--- src/rtl/cnn_pkg.sv ---
// Shared types and Q1.15 constants for the CNN classifier stages.
package cnn_pkg;

    localparam int Q_W = 16;
    localparam logic signed [Q_W-1:0] Q15_MAX = 16'sh7FFF;
    localparam logic signed [Q_W-1:0] Q15_MIN = 16'sh8000;

    typedef enum logic [1:0] {
        IDLE,
        SCAN,
        FIN
    } argmax_state_t;

endpackage

--- src/rtl/argmax_top2_upd.sv ---
// Combinational top-2 tracker update: folds element e_i at index idx_i into
// the running (best, runner-up) pair. Strict compares keep the lower index on ties.
module argmax_top2_upd #(
    parameter int W     = 16,
    parameter int IDX_W = 7
) (
    input  logic signed [W-1:0]     e_i,
    input  logic        [IDX_W-1:0] idx_i,
    input  logic signed [W-1:0]     best_i,
    input  logic        [IDX_W-1:0] best_idx_i,
    input  logic signed [W-1:0]     sec_i,
    input  logic        [IDX_W-1:0] sec_idx_i,
    output logic signed [W-1:0]     best_o,
    output logic        [IDX_W-1:0] best_idx_o,
    output logic signed [W-1:0]     sec_o,
    output logic        [IDX_W-1:0] sec_idx_o
);

    localparam logic signed [W-1:0] MIN_S = {1'b1, {(W-1){1'b0}}};

    logic sec_unset;

    // The runner-up still aliases best's slot at its initial minimum: the first
    // non-best element must claim it even if equal, so all-equal vectors get idx 1.
    assign sec_unset = (sec_idx_i == best_idx_i) && (idx_i != '0) && (sec_i == MIN_S);

    always_comb begin
        best_o     = best_i;
        best_idx_o = best_idx_i;
        sec_o      = sec_i;
        sec_idx_o  = sec_idx_i;
        if (e_i > best_i) begin
            sec_o      = best_i;
            sec_idx_o  = best_idx_i;
            best_o     = e_i;
            best_idx_o = idx_i;
        end else if ((e_i > sec_i) || sec_unset) begin
            sec_o     = e_i;
            sec_idx_o = idx_i;
        end
    end

endmodule

--- src/rtl/dense_argmax.sv ---
// Argmax classifier behind the dense layer: snapshots the score vector on the
// rising edge of start, scans one score per cycle, reports top-1/top-2 and margin.
module dense_argmax
    import cnn_pkg::*;
#(
    parameter int N     = 100,
    parameter int W     = Q_W,
    parameter int IDX_W = $clog2(N)
) (
    input  logic                    clk,
    input  logic                    rst,
    input  logic [W*N-1:0]          y_in,
    input  logic                    start,
    output logic                    busy,
    output logic                    done,
    output logic                    valid,
    output logic [IDX_W-1:0]        class_idx,
    output logic signed [W-1:0]     class_val,
    output logic [IDX_W-1:0]        second_idx,
    output logic [W-1:0]            margin,
    output logic                    overrun
);

    localparam logic [IDX_W-1:0]    LAST_IDX = IDX_W'(N - 1);
    localparam logic signed [W-1:0] MIN_S    = {1'b1, {(W-1){1'b0}}};

    argmax_state_t state_q, state_d;
    logic [IDX_W-1:0]    cnt_q, cnt_d;
    logic signed [W-1:0] best_q, best_d, sec_q, sec_d;
    logic [IDX_W-1:0]    best_idx_q, best_idx_d, sec_idx_q, sec_idx_d;
    logic signed [W-1:0] upd_best, upd_sec;
    logic [IDX_W-1:0]    upd_best_idx, upd_sec_idx;
    logic signed [W-1:0] snap_q [N];
    logic start_q, trig, capture;
    logic done_q, valid_q, overrun_q;
    logic [IDX_W-1:0]    class_idx_q, second_idx_q;
    logic signed [W-1:0] class_val_q;
    logic [W-1:0]        margin_q;

    assign trig    = start & ~start_q;
    assign capture = trig && (state_q == IDLE);

    argmax_top2_upd #(.W(W), .IDX_W(IDX_W)) u_upd (
        .e_i        (snap_q[cnt_q]),
        .idx_i      (cnt_q),
        .best_i     (best_q),
        .best_idx_i (best_idx_q),
        .sec_i      (sec_q),
        .sec_idx_i  (sec_idx_q),
        .best_o     (upd_best),
        .best_idx_o (upd_best_idx),
        .sec_o      (upd_sec),
        .sec_idx_o  (upd_sec_idx)
    );

    always_comb begin
        state_d    = state_q;
        cnt_d      = cnt_q;
        best_d     = best_q;
        best_idx_d = best_idx_q;
        sec_d      = sec_q;
        sec_idx_d  = sec_idx_q;
        case (state_q)
            IDLE: begin
                if (trig) begin
                    best_d     = y_in[W-1:0];
                    best_idx_d = '0;
                    sec_d      = MIN_S;
                    sec_idx_d  = '0;
                    cnt_d      = IDX_W'(1);
                    state_d    = (N > 1) ? SCAN : FIN;
                end
            end
            SCAN: begin
                best_d     = upd_best;
                best_idx_d = upd_best_idx;
                sec_d      = upd_sec;
                sec_idx_d  = upd_sec_idx;
                if (cnt_q == LAST_IDX) begin
                    state_d = FIN;
                end else begin
                    cnt_d = cnt_q + IDX_W'(1);
                end
            end
            FIN:     state_d = IDLE;
            default: state_d = IDLE;
        endcase
    end

    // Snapshot isolates the scan from y_in changes after the capture edge.
    always_ff @(posedge clk) begin
        if (capture) begin
            for (int k = 0; k < N; k++) begin
                snap_q[k] <= y_in[W*k +: W];
            end
        end
    end

    // start_q resets high so a start held across reset release is not an edge.
    always_ff @(posedge clk or negedge rst) begin
        if (!rst) begin
            state_q      <= IDLE;
            cnt_q        <= '0;
            best_q       <= '0;
            best_idx_q   <= '0;
            sec_q        <= '0;
            sec_idx_q    <= '0;
            start_q      <= 1'b1;
            done_q       <= 1'b0;
            valid_q      <= 1'b0;
            overrun_q    <= 1'b0;
            class_idx_q  <= '0;
            class_val_q  <= '0;
            second_idx_q <= '0;
            margin_q     <= '0;
        end else begin
            state_q    <= state_d;
            cnt_q      <= cnt_d;
            best_q     <= best_d;
            best_idx_q <= best_idx_d;
            sec_q      <= sec_d;
            sec_idx_q  <= sec_idx_d;
            start_q    <= start;
            done_q     <= (state_q == FIN);
            if (trig && (state_q != IDLE)) begin
                overrun_q <= 1'b1;
            end
            if (state_q == FIN) begin
                class_idx_q  <= best_idx_q;
                class_val_q  <= best_q;
                second_idx_q <= sec_idx_q;
                // best >= sec always, so the W-bit difference is exact (0..2^W-1).
                margin_q     <= best_q - sec_q;
                valid_q      <= 1'b1;
            end
        end
    end

    assign busy       = (state_q != IDLE) || done_q;
    assign done       = done_q;
    assign valid      = valid_q;
    assign overrun    = overrun_q;
    assign class_idx  = class_idx_q;
    assign class_val  = class_val_q;
    assign second_idx = second_idx_q;
    assign margin     = margin_q;

endmodule
--- config.mk ---
export PLATFORM = sky130hd
export DESIGN_NAME = dense_argmax
export DESIGN_NICKNAME = d
export VERILOG_FILES = /design/src/rtl/cnn_pkg.sv /design/src/rtl/argmax_top2_upd.sv /design/src/rtl/dense_argmax.sv
export SDC_FILE = /design/constraint.sdc
export NUM_CORES = 2
export LEC_CHECK = 0
export CAP_MARGIN = 5
export CORE_AREA = 2 2 641 643
export DETAILED_ROUTE_END_ITERATION = 6
export DIE_AREA = 0 0 643 645
export PLACE_DENSITY_LB_ADDON = 0.1
export SLEW_MARGIN = 20
export SYNTH_ARGS = -nofsm -noshare
export SYNTH_HDL_FRONTEND = slang
export SYNTH_SLANG_ARGS = --single-unit
--- constraint.sdc ---
create_clock -name clk -period 329.3 [get_ports clk]
set_clock_uncertainty 0.15 [all_clocks]
set_input_delay 32.93 -clock clk [delete_from_list [all_inputs] [get_ports clk]]
set_output_delay 32.93 -clock clk [all_outputs]
set_load 0.005 [all_outputs]
# Word level (Yosys, flattened, before mapping)
# Memory sizes are Yosys's and may differ from the RTL's.
# Cells that the tools add are included.
# word_totals
ff_bits	105
ramBits	1600
in_bits	1603
output_inout_bits	50
word_cells	66
mem_count	1
# memory_table
name	depth	width	rd	rd_clocked_by_memory_dff	wr	line	rtl
snap_q	100	16	1	0	100	dense_argmax.sv:33	logic signed [W-1:0] snap_q [N];
# classes
add_sub_neg	2
order_cmp	2
n_eq_ne	10
muxes	21
bitwise_logic	2
reduce_logical	14
# ops
op	n
$mux 16	5
$pmux 16 s2	2
$mux 7	6
$pmux 7 s2	3
$gt 16x16->1	2
$eq 16x16->1 const B	1
$sub 16x16->16	1
$reduce_and 3->1	3
$add 7x1->7 const B	1
$eq 7x7->1	1
$eq 7x7->1 const B	1
$reduce_bool 7->1	1
$ne 2x2->1 const B	3
$logic_and 1x1->1	4
$mux 2	2
$pmux 2 s2	1
$reduce_bool 2->1	2
$ne 3x1->1 const B	1
$eq 2x1->1 const B	1
$eq 2x2->1 const B	1
$logic_not 2->1	1
$logic_or 1x1->1	2
$mux 1	2
$ne 2x1->1 const B	1
3 further kinds	3

# Depth between registers and ports, before layout
# depth
ltp_word	7
mapped_depth	22
mapped_depth_nobuf	16

# By module
# Synthesis repeated with hierarchy kept, for this count alone.
# hier_totals
cells_unflattened	3491
hier_area_um2	67563.5
# by_module_without_submodules
mod	instances	cells_per_inst	area_per_inst_um2	seq_area_each_um2
dense_argmax	1	3227	65639.2	50674.9
argmax_top2_upd	1	264	1924.3	0.0

# Least setup slack after synthesis
# No wires, ideal clock.
# synth_path
path_type	input -> register
startpoint	input port start
endpoint	register cnt_q[5]
setup_time_ns	4.073
arrival_ns	148.181
required_time_ns	325.077
slack_ns	176.896
path_stages	7
path_buffers	0
path_cell_list	a21oi_1 -> nor3_1 -> nor2_1 -> nor3_1 -> and3_1 -> xnor2_1 -> nor2_1
# synth_via
elab_chain_len	3
# synth_rtl
element	line	rtl
from (decl)	dense_argmax.sv:13	input logic start,
$and 1x1->1	dense_argmax.sv:40	assign trig = start & ~start_q;
$ne 2x2->1 (no line)	--	
$reduce_and 3->1 (no line)	--	
to (signal assigned)	dense_argmax.sv:118	cnt_q <= cnt_d;
to (decl)	dense_argmax.sv:28	logic [IDX_W-1:0] cnt_q, cnt_d;
# Every way passes these cells.
# A chain may end at the register's enable or synchronous reset.

==> results.txt <==
outcome = completed
Critical Path Fanout Max = 73
CTS Buffer Depth = 4
Mapped Cells = 3,209
share of the yosys chip area belonging to registers = 0.758
Post-CTS Setup Bufs = 0
Starting Density = 0.164
Core Rows = 235
leakage power = 31.4 nW
Slew @ Worst Pin = 1120 ps
Worst-path clk slew = 60 ps
initial DRC count = 2,835
Max Cap Violations = 0
post-CTS sizing = 0
first-pass GRT wire length = 459,000 microns
first-pass iteration count of the detailed router = 5
largest net degree at the start of global routing = 177
RePlAce Congestion = 0.801
CORE AREA = 0.408 sq mm
DRC Markers = 0
vias per cell = 3.80
Syn Nets = 4,862
Finished Layout Cells = 10,700
Die X = 643 microns
final net count = 6,662
synthesized area = 0.0669 sq mm
total die area = 0.415 sq mm
Crit. End Element = flop
Synth Flop Type = edfxtp_1
placed cell area = 0.0902 sq mm
Synth area leader = edfxtp_1
final period utilization = 0.113
clk_lat worst skew = 940 ps
CP arrival = 37,620 ps
synthesis-to-finish area growth = 45.8%
Final Cell Area = 0.0975 sq mm
Synth top area share = 0.719
HP Class = flop to flop
ANT nets after route = 0
DIE HEIGHT = 645 microns
CTS tree = done
Final Max Slew Viols = 0
wire length per cell = 33.7 microns
Final Hold Vio Count = 0
fin crit period = 37,160 ps
f_max = 26.9 MHz
WL final = 362,000 microns
number of global-route vias before repair = 43,500
I/O pin count = 1,653
Worst Path Required = 329,760 ps
grt ovf = 0
Worst setup SP type = primary input
most frequent cells in the layout = clkdlybuf4s50_1 (1,651), edfxtp_1 (1,600), mux4_2 (397)
commonest non-fill, non-tap cell in the layout = clkdlybuf4s50_1
P per Cell Area = 9.38 mW/mm^2
initial antenna violation count = 455
final setup fails = 0
EDFF count, synth = 1,600
number of I/O port buffers = 1,652
cell types occupying the most area after synthesis = edfxtp_1 (72%), mux4_2 (13%), dfrtp_1 (3.9%), mux2i_1 (2.0%), ha_1 (0.92%)
Detailed Place HPWL = 285,000 microns
RSZ-0062 raised after global routing = no
Vias = 40,900
Root Buffer = clkbuf_16
H-Tree Depth = 4
Num CTS Buffers = 224
Final TNS setup = 0 ps
Total GRT Usage = 0.170
worst setup path class = primary input to flop
post-synthesis register bit count = 1,705
FFs w/ async S/R, synth = 0.0616
Netlist cell types = 63
clk sinks = 1,705
syn avg cell area = 20.8 sq um
maximum vdd drop = 0.00914 mV
Hold Buf Count CTS = 0
relative slew slack = 0.254
layout cells sized above 1 = 0.166
placed insts = 10,200
Yosys warnings = 0
==> critical path, cell delays in order <==
cell and delay (ps):
clkdlybuf4s50_1 520, a21oi_1 160, nor3_2 240, buf_4 470
buf_4 520, buf_4 770, buf_4 850, buf_4 680
buf_12 320
==> layer usage <==
metal | GRT usage | vias to the layer above | part of all wire | wire length, microns
met5 | 0 | - | 0.0037 | 1350
met4 | 0.0365 | 206 | 0.030 | 11000
met3 | 0.0494 | 992 | 0.068 | 24500
met2 | 0.310 | 1841 | 0.51 | 186000
met1 | 0.195 | 20700 | 0.38 | 139000
li1 | - | 17100 | - | -
==> Yosys cell counts, types with 10 or more instances <==
cell      number
dfrtp_1      104
o211ai_1      12
buf_6         19
buf_4         23
nand2b_1      11
nor2b_1       14
nand3_1       24
a22oi_1       26
xor2_1        10
mux4_2       397
buf_2         62
nor3_1        18
edfxtp_1    1600
mux2_2        25
clkbuf_1      48
o21ai_0       94
inv_1         43
mux2i_1      134
nor2_1        56
nand2_1      161
o22ai_1       30
a21oi_1       49
xnor2_1       14
o221ai_1      20
a211oi_1      17
buf_1         16
o31ai_1       16
ha_1          49
==> area by class of cell <==
class                   count  area, sq um
diodes                    102          255
multi-input cells        1290        15200
clock inverters           127         1140
repair buffers           1744        17300
inverters                  44          165
fillers                 42500       311000
clock buffers             281         5850
well taps                5451         6820
flip-flops and latches   1705        50700
==> cell families after synthesis <==
family,synth area share
buf+inv,0.0168
fa+ha+maj,0.00947
simple gates,0.0218
xor+xnor,0.00314
mux,0.158
compound gates,0.0329
flops,0.758
==> sequential cells by signal (all words and copies together), names as in the netlist, 2 cells and up <==
signal,cells
sec_idx_q,7
margin,16
class_val,16
cnt_q,7
second_idx,7
sec_q,16
snap_q,1600
best_q,16
state_q,2
best_idx_q,7
class_idx,7
==> power by group <==
part | switching [mW] | total [mW] | internal [mW]
clock | 0.103 | 0.240 | 0.137
combinational | 0.219 | 0.347 | 0.128
sequential | 0.0225 | 0.327 | 0.305
==> path summary, 6_finish.rpt <==
check	end	slack, ps	startpoint	cells past startpoint
max in group asynchronous	cnt_q[3]	295540	rst	3
setup / recovery	snap_q[50][2]	292140	start	9
hold / removal	valid	320	valid	1
setup reg to reg	best_q[5]	320590	cnt_q[0]	19
hold reg to reg	valid	320	valid	1
min in group asynchronous	margin[1]	31790	rst	1
==> stage by stage <==
step           utilization  total power [mW]  setup WS [ps]  hold slack, ps
2_1_floorplan            -             0.778         176900             309
3_3_place_gp         0.221             0.696         290940             299
3_5_place_dp         0.221             0.698         290990             307
4_1_cts              0.238             0.946         292050             320
5_1_grt              0.238             0.968         291720             349
6_report             0.239             0.914         292140             321
No activity file was read; power rests on OpenSTA's default activity.
